$ cat src/rtl/cmp_framer_pkg.sv
// Shared types, field layout and word packing for the comparator delay framer.
//
// Word layout (32 bits):
//   [31:28] header   [27] S11 timeout   [26] S21 timeout
//   [25:13] S11 delay   [12:0] S21 delay
package cmp_framer_pkg;

    typedef enum logic [1:0] {
        IDLE    = 2'd0,
        MEASURE = 2'd1,
        EMIT    = 2'd2
    } state_t;

    localparam int unsigned DELAY_W = 13;
    localparam int unsigned WORD_W  = 32;
    localparam int unsigned HDR_W   = 4;
    localparam int unsigned HDR_LSB = 28;
    localparam int unsigned T11_BIT = 27;
    localparam int unsigned T21_BIT = 26;
    localparam int unsigned D11_LSB = 13;
    localparam int unsigned D21_LSB = 0;

    // Packs flags and delays; header bits are left zero for the caller to fill.
    function automatic logic [WORD_W-1:0] pack_word(
        input logic               t11,
        input logic               t21,
        input logic [DELAY_W-1:0] d11,
        input logic [DELAY_W-1:0] d21
    );
        logic [WORD_W-1:0] w;
        w                     = '0;
        w[T11_BIT]            = t11;
        w[T21_BIT]            = t21;
        w[D11_LSB +: DELAY_W] = d11;
        w[D21_LSB +: DELAY_W] = d21;
        return w;
    endfunction

endpackage

$ cat src/rtl/cmp_word_fifo.sv
// Synchronous show-ahead FIFO for result words. The head entry is always
// visible on dout; a push while full is accepted only alongside a pop.
//
// Ports:
//   clk, rst    clock, asynchronous active-high reset
//   push, din   write request and data
//   pop         read request (ignored while empty)
//   dout        head entry
//   full, empty registered occupancy flags
module cmp_word_fifo #(
    parameter int unsigned WIDTH = 32,
    parameter int unsigned DEPTH = 8
) (
    input  logic             clk,
    input  logic             rst,
    input  logic             push,
    input  logic             pop,
    input  logic [WIDTH-1:0] din,
    output logic [WIDTH-1:0] dout,
    output logic             full,
    output logic             empty
);

    localparam int unsigned AW = (DEPTH > 1) ? $clog2(DEPTH) : 1;
    localparam int unsigned CW = AW + 1;

    logic [WIDTH-1:0] mem [DEPTH];
    logic [AW-1:0]    wr_ptr;
    logic [AW-1:0]    rd_ptr;
    logic [CW-1:0]    count_q;
    logic [CW-1:0]    count_d;
    logic             do_push;
    logic             do_pop;

    // Pop frees a slot in the same cycle, so a full FIFO can still take a push.
    always_comb begin
        do_pop  = pop & ~empty;
        do_push = push & (~full | do_pop);
        count_d = CW'(count_q + CW'(do_push) - CW'(do_pop));
    end

    always_ff @(posedge clk or posedge rst) begin
        if (rst) begin
            for (int unsigned i = 0; i < DEPTH; i++) begin
                mem[i] <= '0;
            end
            wr_ptr  <= '0;
            rd_ptr  <= '0;
            count_q <= '0;
            full    <= 1'b0;
            empty   <= 1'b1;
        end else begin
            if (do_push) begin
                mem[wr_ptr] <= din;
                wr_ptr      <= AW'(wr_ptr + 1'b1);
            end
            if (do_pop) begin
                rd_ptr <= AW'(rd_ptr + 1'b1);
            end
            count_q <= count_d;
            full    <= (count_d == CW'(DEPTH));
            empty   <= (count_d == '0);
        end
    end

    assign dout = mem[rd_ptr];

endmodule

$ cat src/rtl/cmp_delay_framer.sv
// Measures the delay, in shifting_clk cycles, from a ref comparator rising
// edge to the first S11 and S21 rising edges, packs the result into a 32-bit
// word and queues it for the GTH transmit mux on a valid/ready stream.
//
// Build option: define CMP_GLITCH_FILTER_EN to qualify S11/S21 edges with two
// consecutive high samples after a low; the reported delay is then the cycle
// of the first high sample. ref edge detection is never filtered.
//
// Ports:
//   shifting_clk   sampling clock
//   reset          asynchronous active-high reset
//   enable         arms new measurements (level)
//   cmp_data_ref   registered ref comparator sample
//   cmp_data_s11   registered S11 comparator sample
//   cmp_data_s21   registered S21 comparator sample
//   m_data/m_valid/m_ready  result word stream (FIFO head)
//   busy           a measurement or emit is in progress
//   meas_count     accepted words, saturating
//   drop_count     words dropped on overflow, saturating
module cmp_delay_framer
    import cmp_framer_pkg::*;
#(
    parameter int unsigned TIMEOUT    = 4095,
    parameter int unsigned FIFO_DEPTH = 8,
    parameter logic [3:0]  HEADER     = 4'hA
) (
    input  logic        shifting_clk,
    input  logic        reset,
    input  logic        enable,
    input  logic        cmp_data_ref,
    input  logic        cmp_data_s11,
    input  logic        cmp_data_s21,
    output logic [31:0] m_data,
    output logic        m_valid,
    input  logic        m_ready,
    output logic        busy,
    output logic [15:0] meas_count,
    output logic [7:0]  drop_count
);

    state_t               state_q, state_d;
    logic [DELAY_W-1:0]   cnt_q, cnt_d;
    logic [DELAY_W-1:0]   d11_q, d11_d;
    logic [DELAY_W-1:0]   d21_q, d21_d;
    logic                 got11_q, got11_d;
    logic                 got21_q, got21_d;
    logic                 push_c;
    logic [WORD_W-1:0]    word_c;
    logic [DELAY_W-1:0]   cap_val;
    logic                 ref_p, s11_p, s21_p;
    logic                 ref_rise, s11_hit, s21_hit;
    logic                 fifo_full, fifo_empty;
    logic                 pop_c, accept_c, drop_c;

`ifdef CMP_GLITCH_FILTER_EN
    logic                 s11_pp, s21_pp;
`endif

    // Input sample history for edge detection.
    always_ff @(posedge shifting_clk or posedge reset) begin
        if (reset) begin
            ref_p  <= 1'b0;
            s11_p  <= 1'b0;
            s21_p  <= 1'b0;
`ifdef CMP_GLITCH_FILTER_EN
            s11_pp <= 1'b0;
            s21_pp <= 1'b0;
`endif
        end else begin
            ref_p  <= cmp_data_ref;
            s11_p  <= cmp_data_s11;
            s21_p  <= cmp_data_s21;
`ifdef CMP_GLITCH_FILTER_EN
            s11_pp <= s11_p;
            s21_pp <= s21_p;
`endif
        end
    end

    // Edge qualification and the delay value latched on a hit. cnt_q is 0 in IDLE.
    always_comb begin
        ref_rise = cmp_data_ref & ~ref_p;
`ifdef CMP_GLITCH_FILTER_EN
        s11_hit  = cmp_data_s11 & s11_p & ~s11_pp;
        s21_hit  = cmp_data_s21 & s21_p & ~s21_pp;
        // Qualification lands one cycle after the first high sample.
        cap_val  = (cnt_q == '0) ? '0 : DELAY_W'(cnt_q - 1'b1);
`else
        s11_hit  = cmp_data_s11 & ~s11_p;
        s21_hit  = cmp_data_s21 & ~s21_p;
        cap_val  = cnt_q;
`endif
    end

    // Next-state and datapath update.
    always_comb begin
        state_d = state_q;
        cnt_d   = cnt_q;
        d11_d   = d11_q;
        d21_d   = d21_q;
        got11_d = got11_q;
        got21_d = got21_q;
        push_c  = 1'b0;
        case (state_q)
            IDLE: begin
                if (enable && ref_rise) begin
                    state_d = MEASURE;
                    cnt_d   = DELAY_W'(1);
                    got11_d = s11_hit;
                    got21_d = s21_hit;
                    d11_d   = cap_val;
                    d21_d   = cap_val;
                end
            end
            MEASURE: begin
                cnt_d = DELAY_W'(cnt_q + 1'b1);
                if (s11_hit && !got11_q) begin
                    got11_d = 1'b1;
                    d11_d   = cap_val;
                end
                if (s21_hit && !got21_q) begin
                    got21_d = 1'b1;
                    d21_d   = cap_val;
                end
                if ((got11_d && got21_d) || (cnt_q == DELAY_W'(TIMEOUT))) begin
                    state_d = EMIT;
                end
            end
            EMIT: begin
                push_c  = 1'b1;
                state_d = IDLE;
                cnt_d   = '0;
                got11_d = 1'b0;
                got21_d = 1'b0;
            end
            default: begin
                state_d = IDLE;
                cnt_d   = '0;
                got11_d = 1'b0;
                got21_d = 1'b0;
            end
        endcase
    end

    // Result word; an uncaptured channel reports TIMEOUT with its flag set.
    always_comb begin
        word_c = pack_word(~got11_q, ~got21_q,
                           got11_q ? d11_q : DELAY_W'(TIMEOUT),
                           got21_q ? d21_q : DELAY_W'(TIMEOUT));
        word_c[HDR_LSB +: HDR_W] = HEADER;
    end

    always_ff @(posedge shifting_clk or posedge reset) begin
        if (reset) begin
            state_q <= IDLE;
            cnt_q   <= '0;
            d11_q   <= '0;
            d21_q   <= '0;
            got11_q <= 1'b0;
            got21_q <= 1'b0;
            busy    <= 1'b0;
        end else begin
            state_q <= state_d;
            cnt_q   <= cnt_d;
            d11_q   <= d11_d;
            d21_q   <= d21_d;
            got11_q <= got11_d;
            got21_q <= got21_d;
            busy    <= (state_d != IDLE);
        end
    end

    always_comb begin
        pop_c    = m_valid & m_ready;
        accept_c = push_c & (~fifo_full | pop_c);
        drop_c   = push_c & fifo_full & ~pop_c;
    end

    // Saturating accept/drop statistics.
    always_ff @(posedge shifting_clk or posedge reset) begin
        if (reset) begin
            meas_count <= '0;
            drop_count <= '0;
        end else begin
            if (accept_c && (meas_count != 16'hFFFF)) begin
                meas_count <= 16'(meas_count + 1'b1);
            end
            if (drop_c && (drop_count != 8'hFF)) begin
                drop_count <= 8'(drop_count + 1'b1);
            end
        end
    end

    cmp_word_fifo #(
        .WIDTH (WORD_W),
        .DEPTH (FIFO_DEPTH)
    ) u_fifo (
        .clk   (shifting_clk),
        .rst   (reset),
        .push  (push_c),
        .pop   (pop_c),
        .din   (word_c),
        .dout  (m_data),
        .full  (fifo_full),
        .empty (fifo_empty)
    );

    assign m_valid = ~fifo_empty;

endmodule

$ cat config.mk
export PLATFORM = sky130hd
export DESIGN_NAME = cmp_delay_framer
export DESIGN_NICKNAME = d
export VERILOG_FILES = /design/src/rtl/cmp_framer_pkg.sv /design/src/rtl/cmp_word_fifo.sv /design/src/rtl/cmp_delay_framer.sv
export SDC_FILE = /design/constraint.sdc
export NUM_CORES = 1
export LEC_CHECK = 0
export CORE_MARGIN = 2
export CORE_UTILIZATION = 55
export DETAILED_ROUTE_END_ITERATION = 12
export PLACE_DENSITY = 0.85
export SLEW_MARGIN = 10
export SYNTH_ARGS = -nofsm -noshare
export SYNTH_HDL_FRONTEND = slang
export SYNTH_SLANG_ARGS = --single-unit
$ cat constraint.sdc
create_clock -name shifting_clk -period 10 [get_ports shifting_clk]
set_input_delay 1 -clock shifting_clk [delete_from_list [all_inputs] [get_ports shifting_clk]]
set_output_delay 1 -clock shifting_clk [all_outputs]
set_load 0.05 [all_outputs]
==> metrics <==
filler cell count=1781; Clock Skew=25.4 ps; Area growth, synth to finish=11.6%; # IOs=65; Pwr Total=4.91 mW; vias=9751; largest area contributor in the netlist=dfrtp_1; Initial DRT Pass Iterations=6; die width=164 µm; CTS root buffer=clkbuf_16; crit-path max FO=38; routed wire length=30.8 mm; WL/cell=19.2 µm; Max Clk Rate=0.222 GHz; Final period util=0.451; P_leak=6.58 nW; GR Overflow Total=0; ant diodes=0; setup TNS=0 ps; Post-Layout Inst Area=0.0158 mm²; peak supply drop=0.280 mV; die extent in y=164 µm; Area contributors post-synth=dfrtp_1 (56%), mux4_2 (9.3%), a21oi_1 (4.8%); sw frac=0.378; first-iteration detailed-routing DRC count=911; Clock Sink Count=315; Starting Density=0.561; Worst Path Buf+Inv=2; internal power=3.06 mW; Avg Cell Area, Syn=11.3 µm²; Combinational Power Share=0.378; Post-layout nets=1268; Port Buffers=62; Clock Path Buffers=3; power per standard cell area=312 mW/mm²; initial antenna violation count=0; top-count cell post-synth=dfrtp_1; DP Area=0.0147 mm²; critical-path cell list=buf_4 -> mux4_2 -> mux2_2 -> clkdlybuf4s50_1; register area share after synthesis=0.558; later-pin clock latency in the skew report=530 ps; Critical Path AT=3510 ps; Crit path required time=9000 ps; Detailed Place HPWL=18.1 mm; Syn Inst Count=1254; EDFF count, synth=0; Worst setup EP type=output pin; Hold Vio Cnt, Final=0; register bit total from synthesis=315; delay of the slowest critical-path stage=720 ps; DR vias/cell=6.08; share of cells above drive strength 1=0.158; Slew HR=0.188; cts repair resizes=0; prevailing post-synth register cell=dfrtp_1; routability cong.=0.807; final max-slew violation count=0; Clock transition at path regs=60 ps; Die ar.=0.0270 mm²; postcts setup bufs=0; RSZ-0062 raised after global routing=no; switching pwr=1.86 mW; power share of the clock group=0.237; Yosys Warn Count=0; CP Class=reg2out; Final min period=4510 ps; status=complete, no violations; ys async rst share=1.00; H-tree depth=2; Routed Antenna Nets=0; area of the multi-input gates=0.00562 mm²; synthesized area=0.0141 mm²; top cells by count, synth=dfrtp_1 (314), nor2_1 (141), a21oi_1 (135); GRT Resource Usage Total=0.239; post-synthesis cell type count=55; Top Family by Delay on Critical Path=buffers and inverters; Reg area=0.00789 mm²; actual slew at the worst max-slew pin=1220 ps; largest net degree at the start of global routing=83; number of global-route vias before repair=9927; max-cap violations=0; Critical Path Source Type=flop; first-pass GRT wire length=50.7 mm; # hold bufs at CTS=0; DRC=0; # setup viols final=0; Synth top area share=0.557; Layout Utilization=0.626; # rows=58; share of power burned in registers=0.385; CTS tree=done; area of the core=0.0252 mm²; Hold/Removal Path Class=reg2reg; Slowest-stage cell, CP=dfrtp_4; CTS buffer count=34
through the flow:
step | hold slack (ps) | instances | setup slack (ps)
finish | 478 | 1604 | 5490
global route | 501 | 1604 | 5330
CTS | 481 | 1604 | 5440
detailed placement | 456 | 1545 | 5980
global placement | 453 | 1545 | 6020
floorplan | 429 | 1255 | 287
power by group through the flow:
stage,logic [mW],registers (mW),clock network [mW]
after global routing,1.99,1.94,1.25
final,1.86,1.89,1.16
after CTS,1.87,1.89,1.18
after global placement,1.80,1.89,0
after detailed placement,1.85,1.90,0
after floorplan,1.47,1.80,0
worst min-delay path, cell delays in order (launching register included):
cell and delay, ps:
dfrtp_1 330, nand2_1 40, o21ai_0 60
final cells by class:
cell class | count | area share
Inverter | 24 | 0.00619
Clock buffer | 50 | 0.0610
Timing Repair Buffer | 74 | 0.0451
Multi-Input combinational cell | 802 | 0.357
Sequential cell | 315 | 0.501
Tap cell | 330 | 0.0262
Clock inverter | 9 | 0.00405
kinds of logic after synthesis:
group | count (synthesis) | share of synthesized area
other | 1 | 0.000266
adders and majority gates | 10 | 0.00939
AOI/OAI and AO/OA | 282 | 0.114
muxes | 116 | 0.139
xor gates and xnor gates | 24 | 0.0149
and+or+nand+nor | 368 | 0.118
DFF | 315 | 0.558
buffers and inverters | 138 | 0.0468
state kept, by name, indices dropped and copies added, names as in the netlist, 2 cells and up:
signal,flops
cap_val,13
d11_q,13
d21_q,13
drop_count,8
meas_count,16
state_q,2
u_fifo.count_q,4
u_fifo.mem,232
u_fifo.rd_ptr,3
u_fifo.wr_ptr,3
layout by cell type, fill, tap and decap left out, types with 10 or more instances in the layout:
cell               n
dfrtp_1          312
nand2_1          115
a21oi_1          135
buf_4             12
a31oi_1           10
mux2_2            58
clkbuf_1          11
clkdlybuf4s50_1   62
nor2b_1           30
clkbuf_16         34
nand3_1           25
xor2_1            12
mux4_2            58
nand4_1           14
o21ai_1           22
o21ai_0           89
xnor2_1           12
nor2_1           141
inv_1             22
final timing paths:
| check | startpoint | end | slack (ps) | cells after the start |
|---|---|---|---|---|
| worst max-delay path | u_fifo.rd_ptr[0]$_DFFE_PP0P_ | m_data[13] | 5490 | 4 |
| worst min-delay path | u_fifo.mem[210]$_DFFE_PP0P_ | u_fifo.mem[210]$_DFFE_PP0P_ | 480 | 2 |
| worst max register to register | state_q[1]$_DFF_PP0_ | u_fifo.full$_DFF_PP0_ | 6880 | 9 |
| worst min register to register | u_fifo.mem[210]$_DFFE_PP0P_ | u_fifo.mem[210]$_DFFE_PP0P_ | 480 | 2 |
| max in group asynchronous | reset | u_fifo.mem[215]$_DFFE_PP0P_ | 6700 | 4 |
| min in group asynchronous | reset | meas_count[12]$_DFFE_PP0P_ | 960 | 2 |
layer usage:
metal	part of all wire	GRT usage	vias up
met1	0.41	0.317	4943
met3	0.062	0.0429	78
met4	0.029	0.0861	0
met2	0.50	0.397	370
li1	-	-	4360
met5	0	0	-
No activity file was read; power rests on OpenSTA's default activity.
